$ cat config.mk
export PLATFORM = sky130hd
export DESIGN_NAME = sc_istream_packer
export DESIGN_NICKNAME = d
export VERILOG_FILES = /design/src/rtl/sc_istream_packer.sv
export SDC_FILE = /design/constraint.sdc
export NUM_CORES = 1
export LEC_CHECK = 0
export CAP_MARGIN = 20
export CORE_MARGIN = 2
export CORE_UTILIZATION = 31
export DETAILED_ROUTE_END_ITERATION = 10
export GPL_TIMING_DRIVEN = 0
export PLACE_DENSITY_LB_ADDON = 0.2
export SLEW_MARGIN = 30
export SYNTH_ARGS = -nofsm -noshare
export SYNTH_HDL_FRONTEND = slang
export SYNTH_SLANG_ARGS = --single-unit
$ cat constraint.sdc
create_clock -name clk -period 5.57 [get_ports clk]
set_input_delay 1.114 -clock clk [delete_from_list [all_inputs] [get_ports clk]]
set_output_delay 1.114 -clock clk [all_outputs]
set_load 0.05 [all_outputs]
$ cat src/rtl/sc_istream_packer.sv
// Instruction-byte stream packer: collects little-endian fetch beats into a
// byte window for the decoder and retires decoder-consumed bytes.
module sc_istream_packer #(
  parameter int unsigned STREAM_BYTES    = 34,
  parameter int unsigned IN_BYTES        = 4,
  parameter bit          DISCARD_REMNANT = 1'b1
) (
  input  logic                      clk,
  input  logic                      rst_n,
  input  logic                      in_valid,
  output logic                      in_ready,
  input  logic [IN_BYTES*8-1:0]     in_data,
  input  logic [2:0]                in_bytes,
  input  logic                      in_last,
  output logic                      out_valid,
  input  logic                      out_ready,
  output logic [STREAM_BYTES*8-1:0] out_data,
  output logic [5:0]                out_len,
  input  logic [5:0]                dec_used,
  output logic                      err
);

  localparam int unsigned WIN_W    = STREAM_BYTES * 8;
  localparam int unsigned BEAT_W   = IN_BYTES * 8;
  localparam logic [5:0]  FILL_MAX = 6'(STREAM_BYTES - IN_BYTES);
  localparam logic [2:0]  BEAT_MAX = 3'(IN_BYTES);

  typedef enum logic {S_FILL, S_PRESENT} state_e;

  state_e             state_q, state_d;
  logic [5:0]         cnt_q, cnt_d;
  logic [WIN_W-1:0]   win_q, win_d;
  logic               pend_q, pend_d;
  logic               err_q, err_d;
  logic               in_ready_q, in_ready_d;
  logic               out_valid_q, out_valid_d;

  logic [2:0]         nb;
  logic [BEAT_W-1:0]  beat_m;
  logic [5:0]         cnt_acc;
  logic               illegal;
  logic [5:0]         use_amt;

  always_ff @(posedge clk or negedge rst_n) begin
    if (!rst_n) begin
      state_q     <= S_FILL;
      cnt_q       <= 6'd0;
      win_q       <= '0;
      pend_q      <= 1'b0;
      err_q       <= 1'b0;
      in_ready_q  <= 1'b1;
      out_valid_q <= 1'b0;
    end else begin
      state_q     <= state_d;
      cnt_q       <= cnt_d;
      win_q       <= win_d;
      pend_q      <= pend_d;
      err_q       <= err_d;
      in_ready_q  <= in_ready_d;
      out_valid_q <= out_valid_d;
    end
  end

  // Bytes at index >= cnt are always zero, so appends can simply OR in.
  always_comb begin
    state_d = state_q;
    cnt_d   = cnt_q;
    win_d   = win_q;
    pend_d  = pend_q;
    err_d   = 1'b0;

    nb = (in_bytes > BEAT_MAX) ? BEAT_MAX : in_bytes;
    beat_m = '0;
    for (int unsigned i = 0; i < IN_BYTES; i++) begin
      if (3'(i) < nb) beat_m[i*8 +: 8] = in_data[i*8 +: 8];
    end
    cnt_acc = cnt_q + 6'(nb);
    illegal = (dec_used == 6'd0) || (dec_used > cnt_q);
    use_amt = illegal ? cnt_q : dec_used;

    case (state_q)
      S_FILL: begin
        if (in_valid && in_ready_q) begin
          win_d  = win_q | (WIN_W'(beat_m) << {cnt_q, 3'b000});
          cnt_d  = cnt_acc;
          pend_d = in_last;
          if ((cnt_acc > FILL_MAX) || (in_last && (cnt_acc != 6'd0))) state_d = S_PRESENT;
        end
      end
      S_PRESENT: begin
        if (out_ready) begin
          err_d = illegal;
          if (DISCARD_REMNANT) begin
            win_d   = '0;
            cnt_d   = 6'd0;
            pend_d  = 1'b0;
            state_d = S_FILL;
          end else begin
            win_d = win_q >> {use_amt, 3'b000};
            cnt_d = cnt_q - use_amt;
            // A pending last chunk drains remnants without waiting for input.
            if ((pend_q && (cnt_d != 6'd0)) || (cnt_d > FILL_MAX)) state_d = S_PRESENT;
            else state_d = S_FILL;
            if (cnt_d == 6'd0) pend_d = 1'b0;
          end
        end
      end
      default: state_d = S_FILL;
    endcase

    in_ready_d  = (state_d == S_FILL) && (cnt_d <= FILL_MAX);
    out_valid_d = (state_d == S_PRESENT);
  end

  assign in_ready  = in_ready_q;
  assign out_valid = out_valid_q;
  assign out_data  = win_q;
  assign out_len   = cnt_q;
  assign err       = err_q;

endmodule

==> results.sh <==
export IMPL_status="finished, final reports clean"
export IMPL_seqPwrFrac_pct=25.7
export IMPL_dr_pass1_iters=8
export IMPL_synthTopCellsByArea="dfrtp_1 56%, nor2_1 8.6%, a21oi_1 8.5%"
export IMPL_r2r_slack_ps=2750
export IMPL_clk_latency_ps=580
export IMPL_p_switching_mw=6.24
export IMPL_reg2reg_from="out_len[0]"
export IMPL_period_share_pct=63.7
export IMPL_crit_cells=11
export IMPL_power_frac_clock_pct=17.7
export IMPL_die_x_um=205
export IMPL_die_area_um2=42100
export IMPL_powerDensity_nw_per_um2=683
export IMPL_place_gp_congestion=0.977
export IMPL_syn_nets=1375
export IMPL_port_buffers=326
export IMPL_rr_worst_depth=6
export IMPL_viasPerCell=5.49
export IMPL_ant_nets=0
export IMPL_synthesis_area_um2=12600
export IMPL_setup_violations=0
export IMPL_area_growth_pct=40.8
export IMPL_grt_use_total_pct=27.2
export IMPL_antenna_found_initial=0
export IMPL_grt_max_degree=87
export IMPL_arrival_ps=4030
export IMPL_switching_share_pct=51.7
export IMPL_ys_flop_type="dfrtp_1"
export IMPL_relSlewSlack_pct=36.4
export IMPL_mostFrequentLayoutCell="clkdlybuf4s50_1"
export IMPL_synth_edf_count=0
export IMPL_core_area_um2=39800
export IMPL_grt_ovfl_total=0
export IMPL_synth_top_area_cell="dfrtp_1"
export IMPL_num_vias=12200
export IMPL_grt_pass1_wl_um=84400
export IMPL_tightest_slew_ps=935
export IMPL_final_cell_mix="325 x clkdlybuf4s50_1, 286 x nor2_1, 280 x dfrtp_1, 214 x a21oi_1, 64 x o21ai_0"
export IMPL_timing_hold_ws_ps=443
export IMPL_cts_buffers=31
export IMPL_max_stage_delay_ps=560
export IMPL_slowest_stage="clkdlybuf4s50_1"
export IMPL_clockBufferDepth=3
export IMPL_htree_levels=1
export IMPL_ys_warn_count=0
export IMPL_worstSetupEndpointType="register"
export IMPL_path_max_fanout=10
export IMPL_yosys_register_bits=281
export IMPL_place_area_um2=16600
export IMPL_drv_slew=0
export IMPL_root_buffer="clkbuf_16"
export IMPL_antenna_cells=0
export IMPL_synth_cell_types=63
export IMPL_ir_worst_vdd_mv=0.368
export IMPL_num_fill_cells=4022
export IMPL_hold_violations=0
export IMPL_pwr_share_comb_pct=56.6
export IMPL_cts_tree="done"
export IMPL_p_int_mw=5.83
export IMPL_worst_path_buf_inv=3
export IMPL_nNetsFinal=1738
export IMPL_cts_setup_buffers=0
export IMPL_fmax_ghz=0.282
export IMPL_async_flop_share_pct=100
export IMPL_p_leak_nw=7.61
export IMPL_crit_type="primary input to register"
export IMPL_cts_sinks=281
export IMPL_reg2reg_to="out_data[249]"
export IMPL_start_util_pct=31.5
export IMPL_drive_gt1_share_pct=6.63
export IMPL_synth_top_cell_area_share_pct=55.8
export IMPL_clk_pin_slew_ps=60
export IMPL_totalWireLength_um=57600
export IMPL_path_cells="clkdlybuf4s50_1 > buf_2 > buf_4 > nor2b_1 > ha_1 > fa_1 > xnor2_1 > nor2_1 > maj3_1 > o21ai_0 > nor3b_1"
export IMPL_avgSynthCellArea_um2=9.52
export IMPL_critPathTopFamily="adder cells"
export IMPL_skew_ps=17.4
export IMPL_num_io_pins=327
export IMPL_critPathLaunchType="primary input"
export IMPL_rows=73
export IMPL_design_area_um2=17700
export IMPL_die_height_um=205
export IMPL_rsz0062_at_grt="no"
export IMPL_ys_seq_area_share_pct=56.0
export IMPL_syn_inst=1319
export IMPL_cp_data_required_time_ps=6050
export IMPL_min_path_type="primary input to asynchronous set/reset pin"
export IMPL_routedWlPerCell_um=25.9
export IMPL_fin_util_pct=44.4
export IMPL_hold_buffers=0
export IMPL_drt_iter0_drc=939
export IMPL_fin_crit_ps=3550
export IMPL_drc=0
export IMPL_grt_pass1_vias=12400
export IMPL_dp_hpwl_um=43200
export IMPL_drv_cap=0
export IMPL_post_cts_resized=0
==> synth_stat cells (13+ instances only) <==
cell type and number:
nor2_1 289, dfrtp_1 280, a21oi_1 214, o21ai_0 64
nand2_1 59, clkbuf_1 55, o22ai_1 45, a31oi_1 36
nor3_1 25, buf_2 21, nand3_1 17, nor2b_1 16
nand2b_1 14, a32oi_1 13
==> sequential cells by signal (all words and copies together) (netlist names) <==
| register | flops |
|---|---|
| out_len | 6 |
| out_data | 272 |
| err | 1 |
| in_ready | 1 |
| out_valid | 1 |
==> stage by stage <==
step / setup TNS, ps / setup WS, ps / cells / power (mW)
finish: 0 / 2020 / 2229 / 12.1
global route: 0 / 1820 / 2229 / 12.6
CTS: 0 / 2080 / 2229 / 12.1
detailed placement: 0 / 1480 / 2174 / 9.90
global placement: -2509220 / -8990 / 2170 / 9.85
floorplan: 0 / 2420 / 1319 / 7.18
==> power by group through the flow <==
stage          clock network [mW]  registers, mW  logic [mW]
2_1_floorplan                   0           5.16        2.02
3_3_place_gp                    0           3.12        6.72
3_5_place_dp                    0           3.12        6.78
4_1_cts                      2.18           3.10        6.80
5_1_grt                      2.25           3.17        7.18
6_report                     2.14           3.10        6.83
==> final cells by class <==
class                      count  area [um2]  share of cell area [%]
sequential                   281        7030                    39.8
inverter                      12        45.0                   0.255
buffer                        89         403                    2.28
multi-input combinational    937        5120                    29.0
clock buffer                  46         902                    5.11
timing repair buffer         330        3360                    19.0
tap                          525         657                    3.72
clock inverter                 9         148                   0.836
==> cells by family (layout without fill, tap and decap cells) <==
group | count (synthesis) | in the layout | synth area share [%]
flip-flops | 281 | 281 | 56.0
adder cells (fa/ha/maj) | 11 | 11 | 1.14
AO/OA/AOI/OAI | 456 | 456 | 22.2
AND/OR/NAND/NOR | 458 | 458 | 16.0
XOR/XNOR | 2 | 2 | 0.140
buffers and inverters | 101 | 486 | 3.57
multiplexers | 10 | 10 | 0.917
==> how the worst max path moves through the flow <==
stage                         end   startpoint  slack [ps]
floorplan                in_ready  in_bytes[2]        2420
global placement    out_data[174]        rst_n       -8990
detailed placement       in_ready  in_bytes[2]        1480
CTS                      in_ready  in_bytes[2]        2080
global route             in_ready  in_bytes[2]        1820
finish                   in_ready  in_bytes[2]        2020
==> metal layers <==
layer  global-route usage [%]  vias to the layer above  routed length [um]
li1                         -                     5452                   -
met1                     37.0                     6134               25000
met2                     43.2                      542               26200
met3                     6.40                      108                4670
met4                     8.48                        0                1820
met5                        0                        -                   0
Power figures use the tool's default switching activity.
